[src/rtl/ahbl_pkg.sv]
`timescale 1ns / 1ps
// Shared AHB-Lite definitions for the AHB-Lite to APB3 bridge.
// Contents: HTRANS, HSIZE and HRESP codes, and the bridge state encoding.
package ahbl_pkg;

  localparam logic [1:0] HtransIdle   = 2'b00;
  localparam logic [1:0] HtransBusy   = 2'b01;
  localparam logic [1:0] HtransNonseq = 2'b10;
  localparam logic [1:0] HtransSeq    = 2'b11;

  localparam logic [2:0] HsizeByte = 3'b000;
  localparam logic [2:0] HsizeHalf = 3'b001;
  localparam logic [2:0] HsizeWord = 3'b010;

  localparam logic HrespOkay  = 1'b0;
  localparam logic HrespError = 1'b1;

  typedef enum logic [2:0] {
    StIdle,
    StSetup,
    StAccess,
    StErr1,
    StErr2
  } bridge_state_e;

endpackage

[src/rtl/apb_strb_gen.sv]
`timescale 1ns / 1ps
// APB byte-strobe generator.
// Ports:
//   hsize   - AHB transfer size
//   addr_lo - HADDR[1:0] of the transfer
//   hwrite  - 1 for writes; reads always produce a zero strobe
//   strb    - APB PSTRB pattern
module apb_strb_gen
  import ahbl_pkg::*;
(
  input  logic [2:0] hsize,
  input  logic [1:0] addr_lo,
  input  logic       hwrite,
  output logic [3:0] strb
);

  always_comb begin
    strb = 4'h0;
    if (hwrite) begin
      if (hsize == HsizeByte) begin
        strb = 4'b0001 << addr_lo;
      end else if (hsize == HsizeHalf) begin
        strb = 4'b0011 << {addr_lo[1], 1'b0};
      end else begin
        // Word and anything wider covers the whole 32-bit lane.
        strb = 4'hF;
      end
    end
  end

endmodule

[src/rtl/ahbl_apb_bridge.sv]
`timescale 1ns / 1ps
// AHB-Lite slave to APB3 master bridge.
// Each accepted NONSEQ/SEQ transfer becomes one APB SETUP+ACCESS transaction; AHB wait
// states are inserted until PREADY. PSLVERR becomes a two-cycle AHB ERROR response.
// Optional build macro: AHBL_APB_BRIDGE_TIMEOUT_EN adds an ACCESS watchdog that forces an
// ERROR after TIMEOUT_CYCLES cycles of PREADY low.
// Ports:
//   HCLK, HRESETn                  - clock, asynchronous active-low reset
//   HSEL, HADDR, HTRANS, HWRITE,
//   HSIZE, HWDATA, HREADY          - AHB-Lite slave inputs
//   HREADYOUT, HRDATA, HRESP       - AHB-Lite slave outputs
//   PADDR, PSEL, PENABLE, PWRITE,
//   PWDATA, PSTRB                  - APB3 master outputs
//   PRDATA, PREADY, PSLVERR        - APB3 master inputs
module ahbl_apb_bridge
  import ahbl_pkg::*;
#(
  parameter int unsigned PADDR_W        = 16,
  parameter int unsigned TIMEOUT_CYCLES = 255
) (
  input  logic               HCLK,
  input  logic               HRESETn,
  input  logic               HSEL,
  input  logic [31:0]        HADDR,
  input  logic [1:0]         HTRANS,
  input  logic               HWRITE,
  input  logic [2:0]         HSIZE,
  input  logic [31:0]        HWDATA,
  input  logic               HREADY,
  output logic               HREADYOUT,
  output logic [31:0]        HRDATA,
  output logic               HRESP,
  output logic [PADDR_W-1:0] PADDR,
  output logic               PSEL,
  output logic               PENABLE,
  output logic               PWRITE,
  output logic [31:0]        PWDATA,
  output logic [3:0]         PSTRB,
  input  logic [31:0]        PRDATA,
  input  logic               PREADY,
  input  logic               PSLVERR
);

  bridge_state_e      state_q;
  logic               psel_q, penable_q, pwrite_q, hready_q, hresp_q;
  logic [PADDR_W-1:0] paddr_q;
  logic [3:0]         pstrb_q;
  logic [3:0]         strb_d;
  logic               accept, start, access_ok, access_err, timeout;

  assign accept = HSEL & HREADY & ((HTRANS == HtransNonseq) | (HTRANS == HtransSeq));

  assign access_ok  = (state_q == StAccess) & PREADY & ~PSLVERR;
  assign access_err = (state_q == StAccess) & PREADY & PSLVERR;

  // A new transfer can only be taken while this slave is presenting HREADYOUT=1.
  assign start = accept & ((state_q == StIdle) | (state_q == StErr2) | access_ok);

  apb_strb_gen u_strb_gen (
    .hsize   (HSIZE),
    .addr_lo (HADDR[1:0]),
    .hwrite  (HWRITE),
    .strb    (strb_d)
  );

`ifdef AHBL_APB_BRIDGE_TIMEOUT_EN
  localparam int unsigned CntW = $clog2(TIMEOUT_CYCLES + 1);

  logic [CntW-1:0] cnt_q;

  // Fires on the TIMEOUT_CYCLES-th stalled ACCESS cycle.
  assign timeout = (state_q == StAccess) & ~PREADY &
                   (cnt_q == CntW'(TIMEOUT_CYCLES - 1));

  always_ff @(posedge HCLK or negedge HRESETn) begin
    if (!HRESETn) begin
      cnt_q <= '0;
    end else if (state_q == StSetup) begin
      cnt_q <= '0;
    end else if ((state_q == StAccess) && !PREADY) begin
      cnt_q <= cnt_q + 1'b1;
    end
  end
`else
  logic unused_timeout_cycles;

  // TIMEOUT_CYCLES only matters when the watchdog is built in.
  assign unused_timeout_cycles = (TIMEOUT_CYCLES != 0);
  assign timeout = 1'b0;
`endif

  logic unused_haddr;
  assign unused_haddr = ^HADDR[31:PADDR_W];

  always_ff @(posedge HCLK or negedge HRESETn) begin
    if (!HRESETn) begin
      state_q   <= StIdle;
      psel_q    <= 1'b0;
      penable_q <= 1'b0;
      pwrite_q  <= 1'b0;
      paddr_q   <= '0;
      pstrb_q   <= 4'h0;
      hready_q  <= 1'b1;
      hresp_q   <= HrespOkay;
    end else begin
      unique case (state_q)
        StIdle: begin
          hready_q <= 1'b1;
          hresp_q  <= HrespOkay;
        end
        StSetup: begin
          state_q   <= StAccess;
          penable_q <= 1'b1;
        end
        StAccess: begin
          if (access_ok) begin
            state_q   <= StIdle;
            psel_q    <= 1'b0;
            penable_q <= 1'b0;
            hready_q  <= 1'b1;
          end else if (access_err || timeout) begin
            state_q   <= StErr1;
            psel_q    <= 1'b0;
            penable_q <= 1'b0;
            hready_q  <= 1'b0;
            hresp_q   <= HrespError;
          end
        end
        StErr1: begin
          state_q  <= StErr2;
          hready_q <= 1'b1;
        end
        StErr2: begin
          state_q <= StIdle;
          hresp_q <= HrespOkay;
        end
        default: begin
          state_q   <= StIdle;
          psel_q    <= 1'b0;
          penable_q <= 1'b0;
          hready_q  <= 1'b1;
          hresp_q   <= HrespOkay;
        end
      endcase

      // Acceptance overrides the completion path so back-to-back transfers skip IDLE.
      if (start) begin
        state_q   <= StSetup;
        psel_q    <= 1'b1;
        penable_q <= 1'b0;
        hready_q  <= 1'b0;
        hresp_q   <= HrespOkay;
        paddr_q   <= HADDR[PADDR_W-1:0];
        pwrite_q  <= HWRITE;
        pstrb_q   <= strb_d;
      end
    end
  end

  // Completion in ACCESS is reported in the same cycle PREADY arrives.
  assign HREADYOUT = (state_q == StAccess) ? access_ok : hready_q;
  assign HRESP     = hresp_q;
  assign HRDATA    = PRDATA;
  assign PWDATA    = HWDATA;
  assign PADDR     = paddr_q;
  assign PSEL      = psel_q;
  assign PENABLE   = penable_q;
  assign PWRITE    = pwrite_q;
  assign PSTRB     = pstrb_q;

endmodule

[config.mk]
export PLATFORM = sky130hd
export DESIGN_NAME = ahbl_apb_bridge
export DESIGN_NICKNAME = d
export VERILOG_FILES = /design/src/rtl/ahbl_pkg.sv /design/src/rtl/apb_strb_gen.sv /design/src/rtl/ahbl_apb_bridge.sv
export SDC_FILE = /design/constraint.sdc
export NUM_CORES = 1
export LEC_CHECK = 0
export BUFFER_PORTS_ARGS = -buffer_cell sky130_fd_sc_hd__buf_2
export CORE_MARGIN = 4
export CORE_UTILIZATION = 37
export CTS_BUF_LIST = sky130_fd_sc_hd__clkbuf_2
export CTS_CLUSTER_SIZE = 30
export DETAILED_ROUTE_END_ITERATION = 10
export HOLD_SLACK_MARGIN = 0.12
export PLACE_DENSITY = 0.85
export SLEW_MARGIN = 20
export SYNTH_ARGS = -nofsm -noshare
export SYNTH_HDL_FRONTEND = slang
export SYNTH_SLANG_ARGS = --single-unit
[constraint.sdc]
create_clock -name HCLK -period 4.4 [get_ports HCLK]
set_input_delay 0 -clock HCLK [delete_from_list [all_inputs] [get_ports HCLK]]
set_output_delay 0 -clock HCLK [all_outputs]
set_load 0.1 [all_outputs]
==> results.md, run 1 <==
* Crit path time final at roughly 2.7 ns
* Final Setup Violations at 0
* Die area at about 5800 sq um
* Power per Cell Area at approximately 840 nW/um^2
* Number of global-route vias before repair at 1516
* Nature of the critical path endpoint: flip-flop
* Worst vdd ir at ~0.49 mV
* GRT Residual Overflow at 0
* Iteration-0 DRC Markers at 86
* Number of max-cap violations at 0
* CP Launch Type: flip-flop
* Crit path max fanout at 19
* Nets at 355
* Top post-synthesis cells by area: dfrtp_1 (39%), buf_4 (28%), mux2_2 (11%)
* Post-DR vias/cell at around 4.8
* DP Cell Count at about 210
* DRC at 0
* Hold Path Class: in -> async
* Final RePlAce weighted congestion at between 0.8 and 0.9
* Die width at roughly 76 um
* Reg clk slew, reported paths at around 0.26 ns
* Core Area at 4410 sq um
* Syn Nets at roughly 280
* Syn Area/Cell at just over 10 sq um
* Post-synth top area share at 39.3%
* Ant diodes at 0
* CP arrival at 2.97 ns
* Fmax at between 300 and 400 MHz
* Rel. slew slack at 32.0%
* Slew Viols, Final at 0
* DIE HEIGHT at about 76 um
* CP Class: reg -> reg
* Synth unique cells at 26
* Post-Layout Cell Count at about 300
* Final Hold Viols at 0
* Setup_tns at 0 ns
* Top-level I/O count at 197
* Sequential-to-total area share from yosys stat at between 40% and 50%
* Least-Margin Pin Slew at 1.02 ns
* Clock skew at approximately 0.0028 ns
* Starting density of the core at roughly 39%
* RSZ-0062 raised after global routing: false
* DR pass1 iterations at 6
* I/O Buffers at just over 50
* Largest net degree at the start of global routing at 29
* Share of layout cells above drive strength 1 at roughly 30%
* Final Util at 55.2%
* Yosys reg bits at 28
* Total CTS buffers at 3
* # rows at 24
* Clock Sinks at 28
* Initial antenna violation count at 0
* YS warnings at 0
* Dominant cell type by area after synthesis: dfrtp_1
* Status: finished, final reports clean
* Commonest non-fill, non-tap cell in the layout: dlygate4sd3_1
* Final ANT Viol Nets at 0
* Clock Latency Late Sink at approximately 0.35 ns
* Synthesized area at between 1500 and 2000 sq um
* First-pass GRT wire length at between 7000 and 8000 um
* GRT Overall Usage at between 15 and 20%
* Routed wire length at 4720 um
* Drt wl/cell at about 16 um
* DR vias at 1424
* # H-tree levels at 1
* Leakage at ~1.1 nW
* CTS tree: yes
* HPWL after DPL at about 2300 um
* Post_cts resized at 0
* Required @ worst endpoint at between 4 and 5 ns
* Commonest non-fill, non-tap cells in the layout: dlygate4sd3_1 (89), buf_2 (51), dfrtp_1 (27), mux2_2 (17), o21ai_0 (10)
* Mapped Cells at between 150 and 200
* Area Overhead vs Synth at 41.8%
* Root buffer cell: clkbuf_2
* Longest Clk Path Bufs at 2
* Crit share post-route at approximately 61%
final timing paths:
path                             from         end  slack [ns]  cells past startpoint
setup reg to reg           state_q[2]    PSTRB[0]        1.73                      5
min in group HCLK           HTRANS[1]  state_q[0]        0.18                      4
hold reg to reg                  PSEL        PSEL        0.51                      1
max in group asynchronous     HRESETn      PWRITE        3.85                      2
hold / removal                HRESETn    PADDR[6]        0.15                      2
setup / recovery           state_q[2]    PSTRB[0]        1.73                      5
flip-flops by register name, indices dropped and copies added (netlist names):
| signal | flops |
|---|---|
| HRESP | 1 |
| PSTRB | 4 |
| hready_q | 1 |
| PENABLE | 1 |
| state_q | 3 |
| PSEL | 1 |
| PADDR | 16 |
| PWRITE | 1 |
through the flow:
| stage | hold WS, ns | setup slack, ns | power, mW | area [sq um] |
|---|---|---|---|---|
| floorplan | -0.296 | 1.47 | 1.75 | 1720 |
| global placement | 0.000681 | 1.98 | 1.64 | 1530 |
| detailed placement | 0.000681 | 1.95 | 1.66 | 1530 |
| CTS | 0.148 | 1.82 | 2.05 | 2440 |
| global route | 0.157 | 1.60 | 2.12 | 2440 |
| finish | 0.147 | 1.73 | 2.04 | 2440 |
worst max-delay path, cell delays in order (launching register included):
cell and delay (ns):
dfrtp_1 0.54, or3b_4 0.45, a211oi_4 0.77, nand3_1 0.18, dlygate4sd3_1 0.60, o21ai_0 0.06
final cells by class:
type	instances	area [sq um]
clock inverters	1	3.75
multi-input cells	65	469
well taps	52	65.1
flip-flops and latches	28	702
clock buffers	3	15.0
fillers	376	1980
inverters	8	30.0
repair buffers	141	1150
power by group:
group	internal [mW]	switching, mW
Combinational	0.248	1.24
Sequential	0.378	0.0849
Clock	0.0198	0.0751
Total	0.646	1.40
cell usage after synthesis:
cell       n
inv_1      8
o21bai_1   1
clkbuf_1   2
mux2_2    17
o22ai_1    2
dfrtp_1   27
and2_1     1
nor2_1     5
a211oi_4   1
o21ai_0   10
a21o_1     1
nor2b_1    3
a31oi_1    2
or3b_4     1
o32ai_1    1
nand2b_1   2
a22o_1     1
nor3_1     1
nand2_1    4
buf_6      2
nor4_1     1
and3_1     1
a21oi_1    4
dfstp_2    1
buf_4     65
nand3_1    6
logic make-up after synthesis:
logic type / after synthesis / share of synthesized area, %
AND/OR/NAND/NOR: 25 / 7.57
multiplexers: 17 / 11.1
buffers and inverters: 77 / 31.9
flip-flops: 28 / 40.8
AO/OA/AOI/OAI: 23 / 8.59
layer usage:
metal	part of all wire (%)	global-route usage, %
met4	2.1	6.47
met1	33	15.7
met5	0	0
met2	56	29.6
met3	8.4	3.90
what timing repair did:
action	CTS	global route
hold endpoints to repair	118	0
buffers inserted	0	0
hold buffers	89	0
(Power assumes the default switching activity.)
==> inputs of run 2 (changes only) <==
CORE_UTILIZATION = 35   (was 37)
PLACE_DENSITY = 0.81   (was 0.85)
clock period = 2.5 ns   (was 4.4 ns; I/O delays follow)
==> run 2 against run 1 <==
Against the previous run: count of clock-buffer cells in the layout did not move; routed wire length fell by 7.0%; clock power rose by 77%; die area rose by 5.1%; combinational power rose by 76%; critical endpoint unchanged.
==> results.md, run 2 (synthesis results as in run 1) <==
* Status: finished, final reports clean
* Worst vdd ir at 0.863 mV (+76%)
* Post-DR vias/cell at 4.52 (-5.4%)
* Final ANT Viol Nets at 0 (unchanged)
* DR WL met2 at 2280 um (-14%)
* Commonest non-fill, non-tap cells in the layout: dlygate4sd3_1 (89), buf_2 (51), dfrtp_1 (27), mux2_2 (17), o21ai_0 (9)
* Setup_tns at 0 ns (unchanged)
* Iteration-0 DRC Markers at 27 (-69%)
* Hold Path Class: in -> async
* Clock Latency Late Sink at 0.36 ns (about the same)
* Reg clk slew, reported paths at 0.27 ns (about the same)
* Required @ worst endpoint at 2.82 ns (-1.88 ns)
* Die area at 6100 sq um (+5.1%)
* Longest Clk Path Bufs at 2 (unchanged)
* RSZ-0062 raised after global routing: false
* DR vias at 1419 (-0.35%)
* I/O Buffers at 51 (unchanged)
* GRT Overall Usage at 13.3% (-2.2 points)
* CP Class: reg -> reg
* Routed wire length at 4390 um (-7.0%)
* Commonest non-fill, non-tap cell in the layout: dlygate4sd3_1
* Rel. slew slack at 33.1% (+1.1 points)
* Drt wl/cell at 14.0 um (-12%)
* Max reg flops at 16 (unchanged)
* Clock skew at 0.0199 ns (+0.0172 ns)
* Highest metal used: met4
* Root buffer cell: clkbuf_2
* Fmax at 445 MHz (+19%)
* Crit share post-route at 90.0% (+29 points)
* Worst setup margin at 0.251 ns (-1.48 ns)
* Die width at 78.1 um (+2.5%)
* Critical Path Max Stage Delay at 0.55 ns (-0.22 ns)
* Slew Viols, Final at 0 (unchanged)
* Crit path max fanout at 18 (-1)
* Top delay family on crit path: buffers and inverters
* DRC at 0 (unchanged)
* HPWL after DPL at 2130 um (-6.9%)
* Final Util at 51.8% (-3.4 points)
* Ant diodes at 0 (unchanged)
* WP buf/inv at 2 (+1)
* Post-CTS Setup Repair Bufs at 0 (unchanged)
* Leakage at 1.13 nW (+0.46%)
* # rows at 25 (+4.2%)
* Critical-path cell with the highest stage delay: dlygate4sd3_1
* Met1 WL at 1530 um (-2.2%)
* # H-tree levels at 1 (unchanged)
* CTS tree: yes
* Number of max-cap violations at 0 (unchanged)
* Met3 wire length at 549 um (+39%)
* Least-Margin Pin Slew at 1.00 ns (-0.0165 ns)
* Crit path time final at 2.25 ns (-0.424 ns)
* Total CTS buffers at 3 (unchanged)
* Top-level I/O count at 197 (unchanged)
* Post-Layout Cell Count at 314 (+5.4%)
* DIE HEIGHT at 78.1 um (+2.5%)
* Pre-CTS WS at 0.595 ns (-1.36 ns)
* GRT Residual Overflow at 0 (unchanged)
* Final RePlAce weighted congestion at 0.794 (-0.99%)
* CP Launch Type: flip-flop
* Worst path cell trace: or3b_4, a211oi_4, buf_4, nand3_1, dlygate4sd3_1, o21ai_0
* DR pass1 iterations at 4 (-2)
* CP arrival at 2.57 ns (-0.40 ns)
* Final Hold Viols at 0 (unchanged)
* Filler cells at 413 (+9.8%)
* Area Overhead vs Synth at 43.4%
* Number of global-route vias before repair at 1351 (-11%)
* Largest net degree at the start of global routing at 29 (unchanged)
* Cell area after layout at 2460 sq um (+1.1%)
* WHS at 0.125 ns (-0.0224 ns)
* Starting density of the core at 36.2% (-2.8 points)
* Nets at 356 (+0.28%)
* Nature of the critical path endpoint: flip-flop
* Power per Cell Area at 1460 nW/um^2 (+74%)
* Share of layout cells above drive strength 1 at 30.8% (+0.28 points)
* First-pass GRT wire length at 6530 um (-12%)
* Post-DP Area at 1560 sq um (+1.7%)
* Tot Pwr at 3.59 mW (+76%)
* Clock Sinks at 28 (unchanged)
* DP Cell Count at 221 (+7.8%)
* Core Area at 4750 sq um (+7.7%)
* Initial antenna violation count at 0 (unchanged)
* Final Setup Violations at 0 (unchanged)
==> run 2: layout make-up <==
type	instances	area, sq um	share of cell area [%]
clock buffers	3	15.0	0.609
inverters	8	30.0	1.22
multi-input cells	65	469	19.0
flip-flops and latches	28	702	28.5
repair buffers	142	1160	47.1
clock inverters	1	3.75	0.152
well taps	67	83.8	3.40
==> run 2: what timing repair did <==
action	CTS	global route
hold buffers	89	0
gates resized for setup	0	0
endpoints found under the hold margin	119	0
endpoints found under the setup margin	0	0
==> run 2: worst reg2reg max path: stages (launching register included) <==
cell and delay [ns]:
dfrtp_1 0.54, or3b_4 0.44, a211oi_4 0.25, buf_4 0.26, nand3_1 0.10, dlygate4sd3_1 0.55
o21ai_0 0.07
==> run 2: path summary, 6_finish.rpt <==
check | from | end | cells after the start | slack, ns
max in group asynchronous | HRESETn | PADDR[4] | 2 | 1.95
min in group HCLK | HTRANS[1] | state_q[0] | 4 | 0.17
worst min-delay path | HRESETn | PSTRB[1] | 2 | 0.12
worst max register to register | state_q[2] | PSTRB[0] | 6 | 0.25
worst max-delay path | state_q[2] | PSTRB[0] | 6 | 0.25
worst min register to register | PSEL | PSEL | 1 | 0.51
==> run 2: layer usage <==
layer	vias to the layer above	track usage, %
met2	105	23.7
met5	-	0
li1	650	-
met4	0	4.20
met3	2	4.24
met1	662	15.0
==> run 2: where the power goes <==
group | internal [mW] | switching, mW | leakage (nW)
Combinational | 0.440 | 2.17 | 0.778
Clock | 0.0347 | 0.134 | 0.0140
Sequential | 0.665 | 0.144 | 0.341
Total | 1.14 | 2.45 | 1.13
==> inputs of run 3 (changes only) <==
CORE_UTILIZATION = 31   (was 35)
PLACE_DENSITY = 0.76   (was 0.81)
clock period = 1.88 ns   (was 2.5 ns; I/O delays follow)
==> run 3 against run 2 <==
Against the previous run: flip-flop and latch count unchanged; combinational power up 36%; worst setup slack worse by 0.23 ns; sequential power up 29%; core utilization down 4.4 points; sequential share of layout area down 0.15 points; die area up 12%; highest routed layer is now met3.
==> results.md, run 3 (synthesis results as in run 1) <==
* Hold Path Class: in -> async
* Clock Latency Late Sink at 0.36 ns (about the same)
* I/O Buffers at 51 (unchanged)
* Root buffer cell: clkbuf_2
* Crit path time final at about 1.9 ns
* CP arrival at 2.12 ns (-0.45 ns)
* Fmax at approximately 540 MHz
* DRC at 0 (unchanged)
* Reg clk slew, reported paths at 0.27 ns (about the same)
* R2R cell count at 4 (-2)
* CTS tree: yes
* CP Class: in -> reg
* Total CTS buffers at 3 (unchanged)
* Met3 wire length at 568 um (+3.5%)
* Iteration-0 DRC Markers at 58 (+110%)
* Status: finished, final reports clean
* Max reg flops at 16 (unchanged)
* Clock skew at 0.0148 ns (-0.00510 ns)
* Nature of the critical path endpoint: flip-flop
* Drt wl/cell at 13.6 um (-2.4%)
* Final ANT Viol Nets at 0 (unchanged)
* Crit share post-route at 98.7%
* Largest net degree at the start of global routing at 29 (unchanged)
* Met1 WL at 1550 um (+0.85%)
* Starting density of the core at 32.8% (-3.3 points)
* Cell area after layout at 2480 sq um (+0.71%)
* Worst vdd ir at 1.05 mV (+22%)
* Required @ worst endpoint at 2.15 ns (-0.67 ns)
* Highest metal used: met3
* Slew Viols, Final at 0 (unchanged)
* Core Area at 5240 sq um (+10%)
* Power per Cell Area at 1940 nW/um^2 (+33%)
* Nets at 357 (+0.28%)
* Post-DP Area at 1580 sq um (+1.4%)
* Final Util at 47.4% (-4.4 points)
* DR pass1 iterations at 4 (unchanged)
* RSZ-0062 raised after global routing: false
* DR WL met2 at 2220 um (-2.7%)
* Rel. slew slack at 33.1% (about the same)
* Setup_tns at 0 ns (unchanged)
* Reg2reg setup slack at 0.14 ns (-0.11 ns)
* Leakage at 1.15 nW (+1.1%)
* Final Setup Violations at 0 (unchanged)
* Ant diodes at 0 (unchanged)
* Post-DR vias/cell at 4.40 (-2.6%)
* Share of layout cells above drive strength 1 at 32.7% (+1.9 points)
* # rows at 26 (+4.0%)
* Longest Clk Path Bufs at 2 (unchanged)
* HPWL after DPL at 2170 um (+1.8%)
* Tot Pwr at 4.81 mW (+34%)
* Initial antenna violation count at 0 (unchanged)
* Post-CTS Setup Repair Bufs at 0 (unchanged)
* DR vias at 1399 (-1.4%)
* Commonest non-fill, non-tap cells in the layout: dlygate4sd3_1 (88), buf_2 (50), dfrtp_1 (26), mux2_2 (17), o21ai_0 (9)
* Die area at 6800 sq um (+12%)
* Routed wire length at 4340 um (-1.2%)
* Least-Margin Pin Slew at 1.00 ns (+0.000280 ns)
* Top-level I/O count at 197 (unchanged)
* CP Launch Type: input pin
* Final Hold Viols at 0 (unchanged)
* GRT Residual Overflow at 0 (unchanged)
* Commonest non-fill, non-tap cell in the layout: dlygate4sd3_1
* Number of max-cap violations at 0 (unchanged)
* Crit path max fanout at 4 (-14)
* Area Overhead vs Synth at 44.4%
* First-pass GRT wire length at 6260 um (-4.2%)
* DIE HEIGHT at 82.5 um (+5.6%)
* Die width at 82.5 um (+5.6%)
* Number of global-route vias before repair at 1426 (+5.6%)
* # H-tree levels at 1 (unchanged)
* Clock Sinks at 28 (unchanged)
* GRT Overall Usage at 11.7% (-1.6 points)
* Final RePlAce weighted congestion at 0.778 (-2.1%)
==> run 3: cell types whose count changed in the layout (fill, tap and decap cells not counted), sizes merged <==
cell         delta
clkbuf          +2
buf             +1
clkinv          -1
dlygate4sd3     -1
==> run 3: cell type report <==
class | count | area, sq um
Clock buffer | 4 | 20.0
Fill cell | 463 | 2760
Inverter | 8 | 30.0
Multi-Input combinational cell | 65 | 473
Sequential cell | 28 | 703
Tap cell | 70 | 87.6
Timing Repair Buffer | 143 | 1170
==> run 3: path summary, 6_finish.rpt <==
check / start / endpoint
worst max register to register: state_q[2] / PADDR[0]
worst max-delay path: HSIZE[2] / PSTRB[3]
min in group HCLK: HTRANS[1] / state_q[0]
max in group asynchronous: HRESETn / state_q[0]
worst min-delay path: HRESETn / PWRITE
worst min register to register: PSEL / PSEL
==> run 3: what timing repair did <==
item                       CTS  global route
hold endpoints to repair   119             0
setup endpoints to repair    0             1
gates resized for setup      0             2
hold buffers                88             0
==> run 3: layer usage <==
| metal | GRT usage (%) | up-vias |
|---|---|---|
| li1 | - | 648 |
| met5 | 0 | - |
| met2 | 20.0 | 100 |
| met4 | 2.66 | 0 |
| met1 | 14.0 | 651 |
| met3 | 4.45 | 0 |
==> run 3: power by group <==
group	total (mW)	internal, mW	switching [mW]
registers	1.04	0.886	0.154
logic	3.54	0.610	2.93
clock network	0.235	0.0561	0.179
total	4.81	1.55	3.26
==> run 3: worst max-delay path, cell delays in order <==
cell and delay (ns):
dlygate4sd3_1 0.53, buf_2 0.12, nor2_1 0.07, dlygate4sd3_1 0.59
o21ai_0 0.09, dlygate4sd3_1 0.56, nand3_1 0.08, o21ai_0 0.08
==> run 3: per-stage QoR <==
stage | worst slack (ns) | instances | hold slack, ns
final | 0.0236 | 318 | 0.175
after global routing | 0.0387 | 318 | 0.161
after CTS | 0.0473 | 318 | 0.133
after detailed placement | 0.144 | 226 | 0.000681
after global placement | 0.159 | 226 | 0.000681
after floorplan | -0.0143 | 170 | -0.296
